File: src/rtl/interrupt_injector.sv
// Interrupt/reset injector: synchronises /NMI and /IRQ, arbitrates at instruction boundaries
// and forces BRK toward control. Optional NMOS-style hijack of IRQ vectors: define NMI_HIJACK_EN.
module interrupt_injector #(
  parameter int unsigned SYNC_STAGES = 2,
  parameter logic [7:0]  BRK_OPCODE  = 8'h00
) (
  input  logic       ph1,
  input  logic       reset,
  input  logic       nmi_b,
  input  logic       irq_b,
  input  logic [7:0] mem_data,
  input  logic       p_i,
  input  logic       last_cycle,
  input  logic       int_ack,
  output logic [7:0] data_to_ctrl,
  output logic [1:0] vec_sel,
  output logic       int_active,
  output logic       rst_seq
);

  localparam int unsigned SS = (SYNC_STAGES < 32'd2) ? 32'd2 : SYNC_STAGES;

  localparam logic [1:0] VEC_RESET = 2'b00;
  localparam logic [1:0] VEC_NMI   = 2'b01;
  localparam logic [1:0] VEC_IRQ   = 2'b10;

  typedef enum logic [1:0] {
    S_RESET  = 2'b00,
    S_RUN    = 2'b01,
    S_INJECT = 2'b10
  } state_t;

  state_t        state_q, state_d;
  logic [SS-1:0] nmi_sync_q;
  logic [SS-1:0] irq_sync_q;
  logic          nmi_prev_q;
  logic          nmi_pend_q, nmi_pend_d;
  logic          inject_q, inject_d;
  logic [1:0]    vec_sel_q, vec_sel_d;
  logic          int_active_q, int_active_d;
  logic          rst_seq_q, rst_seq_d;

  logic          nmi_fall_s;
  logic          irq_req_s;
  logic          hijack_s;

  // Pin synchronisers; reset to the inactive (high) level so release never looks like an edge.
  always_ff @(posedge ph1 or posedge reset) begin
    if (reset) begin
      nmi_sync_q <= '1;
      irq_sync_q <= '1;
      nmi_prev_q <= 1'b1;
    end else begin
      nmi_sync_q <= {nmi_sync_q[SS-2:0], nmi_b};
      irq_sync_q <= {irq_sync_q[SS-2:0], irq_b};
      nmi_prev_q <= nmi_sync_q[SS-1];
    end
  end

  assign nmi_fall_s = nmi_prev_q & ~nmi_sync_q[SS-1];
  assign irq_req_s  = ~irq_sync_q[SS-1] & ~p_i;

`ifdef NMI_HIJACK_EN
  assign hijack_s = nmi_fall_s && (state_q == S_INJECT) && (vec_sel_q == VEC_IRQ);
`else
  assign hijack_s = 1'b0;
`endif

  // Sequencer next state: boundary arbitration in S_RUN, hold until int_ack in S_INJECT.
  always_comb begin
    state_d      = state_q;
    inject_d     = 1'b0;
    vec_sel_d    = vec_sel_q;
    int_active_d = int_active_q;
    rst_seq_d    = rst_seq_q;
    nmi_pend_d   = nmi_pend_q | nmi_fall_s;
    case (state_q)
      S_RESET: begin
        state_d      = S_INJECT;
        inject_d     = 1'b1;
        vec_sel_d    = VEC_RESET;
        int_active_d = 1'b1;
        rst_seq_d    = 1'b1;
      end
      S_RUN: begin
        int_active_d = 1'b0;
        rst_seq_d    = 1'b0;
        vec_sel_d    = VEC_IRQ;
        if (last_cycle && nmi_pend_q) begin
          state_d      = S_INJECT;
          inject_d     = 1'b1;
          vec_sel_d    = VEC_NMI;
          int_active_d = 1'b1;
          nmi_pend_d   = 1'b0;
        end else if (last_cycle && irq_req_s) begin
          state_d      = S_INJECT;
          inject_d     = 1'b1;
          vec_sel_d    = VEC_IRQ;
          int_active_d = 1'b1;
        end else begin
          state_d = S_RUN;
        end
      end
      S_INJECT: begin
        // int_ack wins over any coincident boundary so one handler instruction always runs.
        if (int_ack) begin
          state_d      = S_RUN;
          vec_sel_d    = VEC_IRQ;
          int_active_d = 1'b0;
          rst_seq_d    = 1'b0;
        end else if (hijack_s) begin
          vec_sel_d  = VEC_NMI;
          nmi_pend_d = 1'b0;
        end else begin
          state_d = S_INJECT;
        end
      end
      default: begin
        state_d      = S_RESET;
        vec_sel_d    = VEC_RESET;
        int_active_d = 1'b1;
        rst_seq_d    = 1'b1;
        nmi_pend_d   = 1'b0;
      end
    endcase
  end

  // Sequencer state and registered outputs.
  always_ff @(posedge ph1 or posedge reset) begin
    if (reset) begin
      state_q      <= S_RESET;
      nmi_pend_q   <= 1'b0;
      inject_q     <= 1'b0;
      vec_sel_q    <= VEC_RESET;
      int_active_q <= 1'b1;
      rst_seq_q    <= 1'b1;
    end else begin
      state_q      <= state_d;
      nmi_pend_q   <= nmi_pend_d;
      inject_q     <= inject_d;
      vec_sel_q    <= vec_sel_d;
      int_active_q <= int_active_d;
      rst_seq_q    <= rst_seq_d;
    end
  end

  assign data_to_ctrl = inject_q ? BRK_OPCODE : mem_data;
  assign vec_sel      = vec_sel_q;
  assign int_active   = int_active_q;
  assign rst_seq      = rst_seq_q;

endmodule

File: config.mk
export PLATFORM = sky130hd
export DESIGN_NAME = interrupt_injector
export DESIGN_NICKNAME = d
export VERILOG_FILES = /design/src/rtl/interrupt_injector.sv
export SDC_FILE = /design/constraint.sdc
export NUM_CORES = 1
export LEC_CHECK = 0
export CORE_MARGIN = 3
export CORE_UTILIZATION = 39
export CTS_BUF_LIST = sky130_fd_sc_hd__clkbuf_16
export DETAILED_ROUTE_END_ITERATION = 16
export MAX_ROUTING_LAYER = met4
export PLACE_DENSITY = 0.76
export SYNTH_ARGS = -nofsm -noshare
export SYNTH_HDL_FRONTEND = slang
export SYNTH_SLANG_ARGS = --single-unit
export TNS_END_PERCENT = 50
File: constraint.sdc
create_clock -name ph1 -period 1.42 [get_ports ph1]
set_clock_uncertainty 0.1 [all_clocks]
set_input_delay 0.284 -clock ph1 [delete_from_list [all_inputs] [get_ports ph1]]
set_output_delay 0.284 -clock ph1 [all_outputs]
set_load 0.02 [all_outputs]
# Word-level counts from Yosys, hierarchy flattened
# Index checks and enable logic that the tools add are counted.
[classes] n_reduce_logical=4 bitwise=6 n_mux=16 n_eq_ne=3
[ops] cell="$mux W2" n=5
[ops] cell="$mux W8" n=1
[ops] cell="$pmux W1 S2" n=4
[ops] cell="$pmux W2 S3" n=1
[ops] cell="$mux W1" n=4
[ops] cell="$pmux W2 S2" n=1
[ops] cell="$not A1 Y1" n=3
[ops] cell="$and A1 B1 Y1" n=2
[ops] cell="$eq A2 B1 Y1 const B" n=1
[ops] cell="$eq A2 B2 Y1 const B" n=1
[ops] cell="$logic_and A1 B1 Y1" n=2
[ops] cell="$logic_not A2 Y1" n=1
[ops] cell="$ne A2 B2 Y1 const B" n=1
[ops] cell="$reduce_or A2 Y1" n=1
[ops] cell="$or A1 B1 Y1" n=1
[word_totals] ff_bits=13 output_inout_bits=12 word_cells=38

# Logic depth before layout (Yosys ltp)
[logic_depth] word_depth=6 mapped_depth=5

# Worst setup path after synthesis
# No wires, ideal clock.
[synth_timing] path_type="reg2reg" from="register state_q[0]" to="register vec_sel_q[1] (netlist: vec_sel[1])" arrival_time_ns=1.083 required_ns=1.199 period_less_slack_ns=1.304 stages_incl_launch_ff=5 path_slack_ns=0.116 path_buffers=0 path_cell_list="dfrtp_1 inv_1 ha_1 and2b_1 a22o_1"
[synth_between] elab_chain_cells=2 elab_cells_between_ends=4 classes_between="eq/ne (3); mux (1)"
[synth_lines] item="from (decl)" line="33" rtl="state_t state_q, state_d;"
[synth_lines] item="from (signal assigned)" line="138" rtl="state_q <= state_d;"
[synth_lines] item="$eq A2 B2 Y1 / $eq A2 B1 Y1 (equally long branches)" line="77" rtl="case (state_q)"
[synth_lines] item="$pmux W2 S2 / $ne A2 B2 Y1 (equally long branches)"
[synth_lines] item="to (signal assigned)" line="141" rtl="vec_sel_q <= vec_sel_d;"
[synth_lines] item="to (decl)" line="39" rtl="logic [1:0] vec_sel_q, vec_sel_d;"
# Parallel ways exist; a longest one is shown, timed or not.
# A chain may end at the register's enable or synchronous reset.

# Worst setup path after layout
[layout_timing] from="input mem_data[4]" to="output data_to_ctrl[4]"
[layout_between] elab_chain_cells=1
[layout_lines] item="from (decl)" line="11" rtl="input logic [7:0] mem_data,"
[layout_lines] item="$mux W8" line="147" rtl="assign data_to_ctrl = inject_q ? BRK_OPCODE : mem_data;"
[layout_lines] item="to (decl)" line="15" rtl="output logic [7:0] data_to_ctrl,"
# No other way between the ends.

==> impl_metrics.ini <==
[min_path]
hp-class = in -> async

[critical_path]
max_stage_delay_ns = 0.45
reg2reg_depth = 6
r2r_end = vec_sel[1]
crit_path_max_fanout = 1
r2r_start = state_q[0]
critPathKind = in -> out
path_cells = clkdlybuf4s50_1 > nor2b_1 > buf_4
cp.arrival_ns = 1.02
cp-start-kind = primary input
cp.required_ns = 1.04
cp_slowest_cell = clkdlybuf4s50_1
worstSetupEndpointType = primary output
reg2reg_setup_slack_ns = 0.03

[clock_network]
clk_path_buf_depth = 2
ctsHoldBuffers = 0
cts_sinks = 13
h-tree-depth = 1
cts_setup_buffers = 0
cts_tree = built
clk_pin_slew_ns = 0.04
cts_root_buf = clkbuf_16
clkLatencyLatePin_ns = 0.24
cts_buffers = 3

[floorplan]
dieArea_sq_mm = 0.00201
start_util_pct = 43.1
die_h_microns = 44.9
die_x_microns = 44.9
rows = 13
core_sq_mm = 0.00137
num_io_pins = 27

[grt]
grt_overflow_total = 0
grt_first_pass_wirelength_mm = 2.15
grtUsageTotal_pct = 16.4
grt_max_degree = 14
antenna_found_initial = 0
grt_pass1_vias = 499

[sta]
tns_ns = 0
hold_viol = 0
tightest_slew_ns = 0.203
rsz0062_at_grt = true
fin_crit_sh_pct = 99.2
slew_violations = 0
fmax_mhz = 710
finalCriticalPeriod_ns = 1.41
relSlewSlack_pct = 86.4
finalSetupViolations = 0

[detailed_routing]
routed_via_density = 5.13
drt_iter0_drc = 13
ant_nets = 0
dr.pass1.iters = 4
drc = 0
wl_mm = 1.47
vias = 528
wl_per_cell_microns = 14.3

[power_and_ir_drop]
comb_power_share_pct = 42.4
total_power_mw = 1.92
power_density_mw_per_mm2 = 1960
clkPwrFrac_pct = 26.9
p_switching_uw = 652
internal-power_mw = 1.27
seqPwrFrac_pct = 30.6
ir_worst_vdd_v = 0.00107
switching_share_pct = 33.9
leakagePower_nw = 0.479

[synth]
syn_area_per_cell_sq_um = 11.3
ys_ff_latch = 13
syn_nets = 71
netlist_instances = 52
synthesis.area_sq_um = 589
ys.warnings.count = 0
yosysSeqAreaShare_pct = 56.7
yosysUniqueCellTypes = 20
synth_top_area_share_pct = 31.2
yosys.area.top_type = dfstp_2
synth.area.top_cells = dfstp_2, dfrtp_1, nor2b_1, ha_1, inv_1

[final_layout]
drive_above_1_share_pct = 36.4
nFillCells = 102
diodes = 0
area_growth_pct = 66.7
nets = 108
mostFrequentLayoutCells = clkdlybuf4s50_1, buf_4, nor2b_1, dfstp_2

[place]
hpwl_mm = 1.05
portBuffers = 26
gp_routability_congestion = 0.757

[job]
drv_cap = 0

[outcome]
outcome = completed
[through the flow]
step | setup slack [ns] | area, sq um | std cells | utilization, % | hold WS, ns
final | 0.0112 | 982 | 103 | 71.9 | 0.228
after global routing | -0.0217 | 982 | 103 | 71.9 | 0.255
after CTS | -0.0408 | 960 | 103 | 70.2 | 0.233
after detailed placement | -0.492 | 913 | 99 | 66.8 | 0.248
after global placement | -0.460 | 913 | 99 | 66.8 | 0.246
after floorplan | 0.116 | 589 | 52 | - | 0.0559
[power groups by stage]
stage | registers, mW | logic, mW | clock network [mW]
after detailed placement | 0.585 | 0.845 | 0
final | 0.589 | 0.817 | 0.518
after global routing | 0.606 | 0.883 | 0.541
after global placement | 0.581 | 0.825 | 0
after CTS | 0.584 | 0.796 | 0.529
after floorplan | 0.617 | 0.409 | 0
[repair_timing]
| action | in CTS | in global routing |
|---|---|---|
| setup endpoints to repair | 12 | 13 |
| resized for setup | 43 | 13 |
| endpoints found under the hold margin | 0 | 0 |
[cell usage after synthesis]
library cell / instances
nand3_1: 1
and2b_1: 1
a21bo_2: 1
inv_1: 4
o21bai_1: 1
a31o_1: 1
a211oi_1: 1
a22o_1: 1
a21boi_0: 1
o21ai_0: 2
nor2_1: 2
ha_1: 4
dfstp_2: 7
o21ai_1: 2
dfrtp_1: 6
nor2b_1: 9
o21ba_1: 1
a21oi_1: 2
o2bb2ai_1: 1
nand2_1: 4
[state kept, by name, summed over array words and instances, names as in the netlist]
name	cells
irq_sync_q	2
rst_seq	1
nmi_sync_q	2
int_active	1
nmi_pend_q	1
inject_q	1
vec_sel	2
nmi_prev_q	1
state_q	2
[area by class of cell]
class	instances	area [sq um]	area share (%)
Timing Repair Buffer	32	285	29.0
Clock buffer	3	75.1	7.64
Clock inverter	1	3.75	0.382
Sequential cell	13	335	34.1
Multi-Input combinational cell	35	249	25.4
Inverter	4	15.0	1.53
Tap cell	15	18.8	1.91
[routing by layer]
| metal | wire, microns | GRT usage, % |
|---|---|---|
| met1 | 481 | 15.1 |
| met2 | 773 | 29.8 |
| met3 | 192 | 5.98 |
| met4 | 24 | 7.02 |
| met5 | 0 | - |
[worst max-delay path: cells and delay by family]
| kind | cells | cell delay [ns] |
|---|---|---|
| and+or+nand+nor | 1 | 0.14 |
| buffers and inverters | 2 | 0.60 |
[kinds of logic (layout without fill, tap and decap cells)]
logic type,after synthesis,in the layout,synth area share [%]
adders and majority gates,4,4,8.49
and+or+nand+nor,17,17,15.5
AOI/OAI and AO/OA,14,14,16.8
DFF,13,13,56.7
buffers and inverters,4,40,2.55
[how the worst max path moves through the flow]
stage | start | endpoint | slack, ns | depth (start not counted)
after floorplan | state_q[0] | vec_sel[1] | 0.12 | 4
after global placement | mem_data[6] | data_to_ctrl[6] | -0.46 | 3
after detailed placement | mem_data[6] | data_to_ctrl[6] | -0.49 | 3
after CTS | mem_data[6] | data_to_ctrl[6] | -0.04 | 3
after global routing | mem_data[6] | data_to_ctrl[6] | -0.02 | 3
final | mem_data[4] | data_to_ctrl[4] | 0.01 | 3
Power figures use the tool's default switching activity.
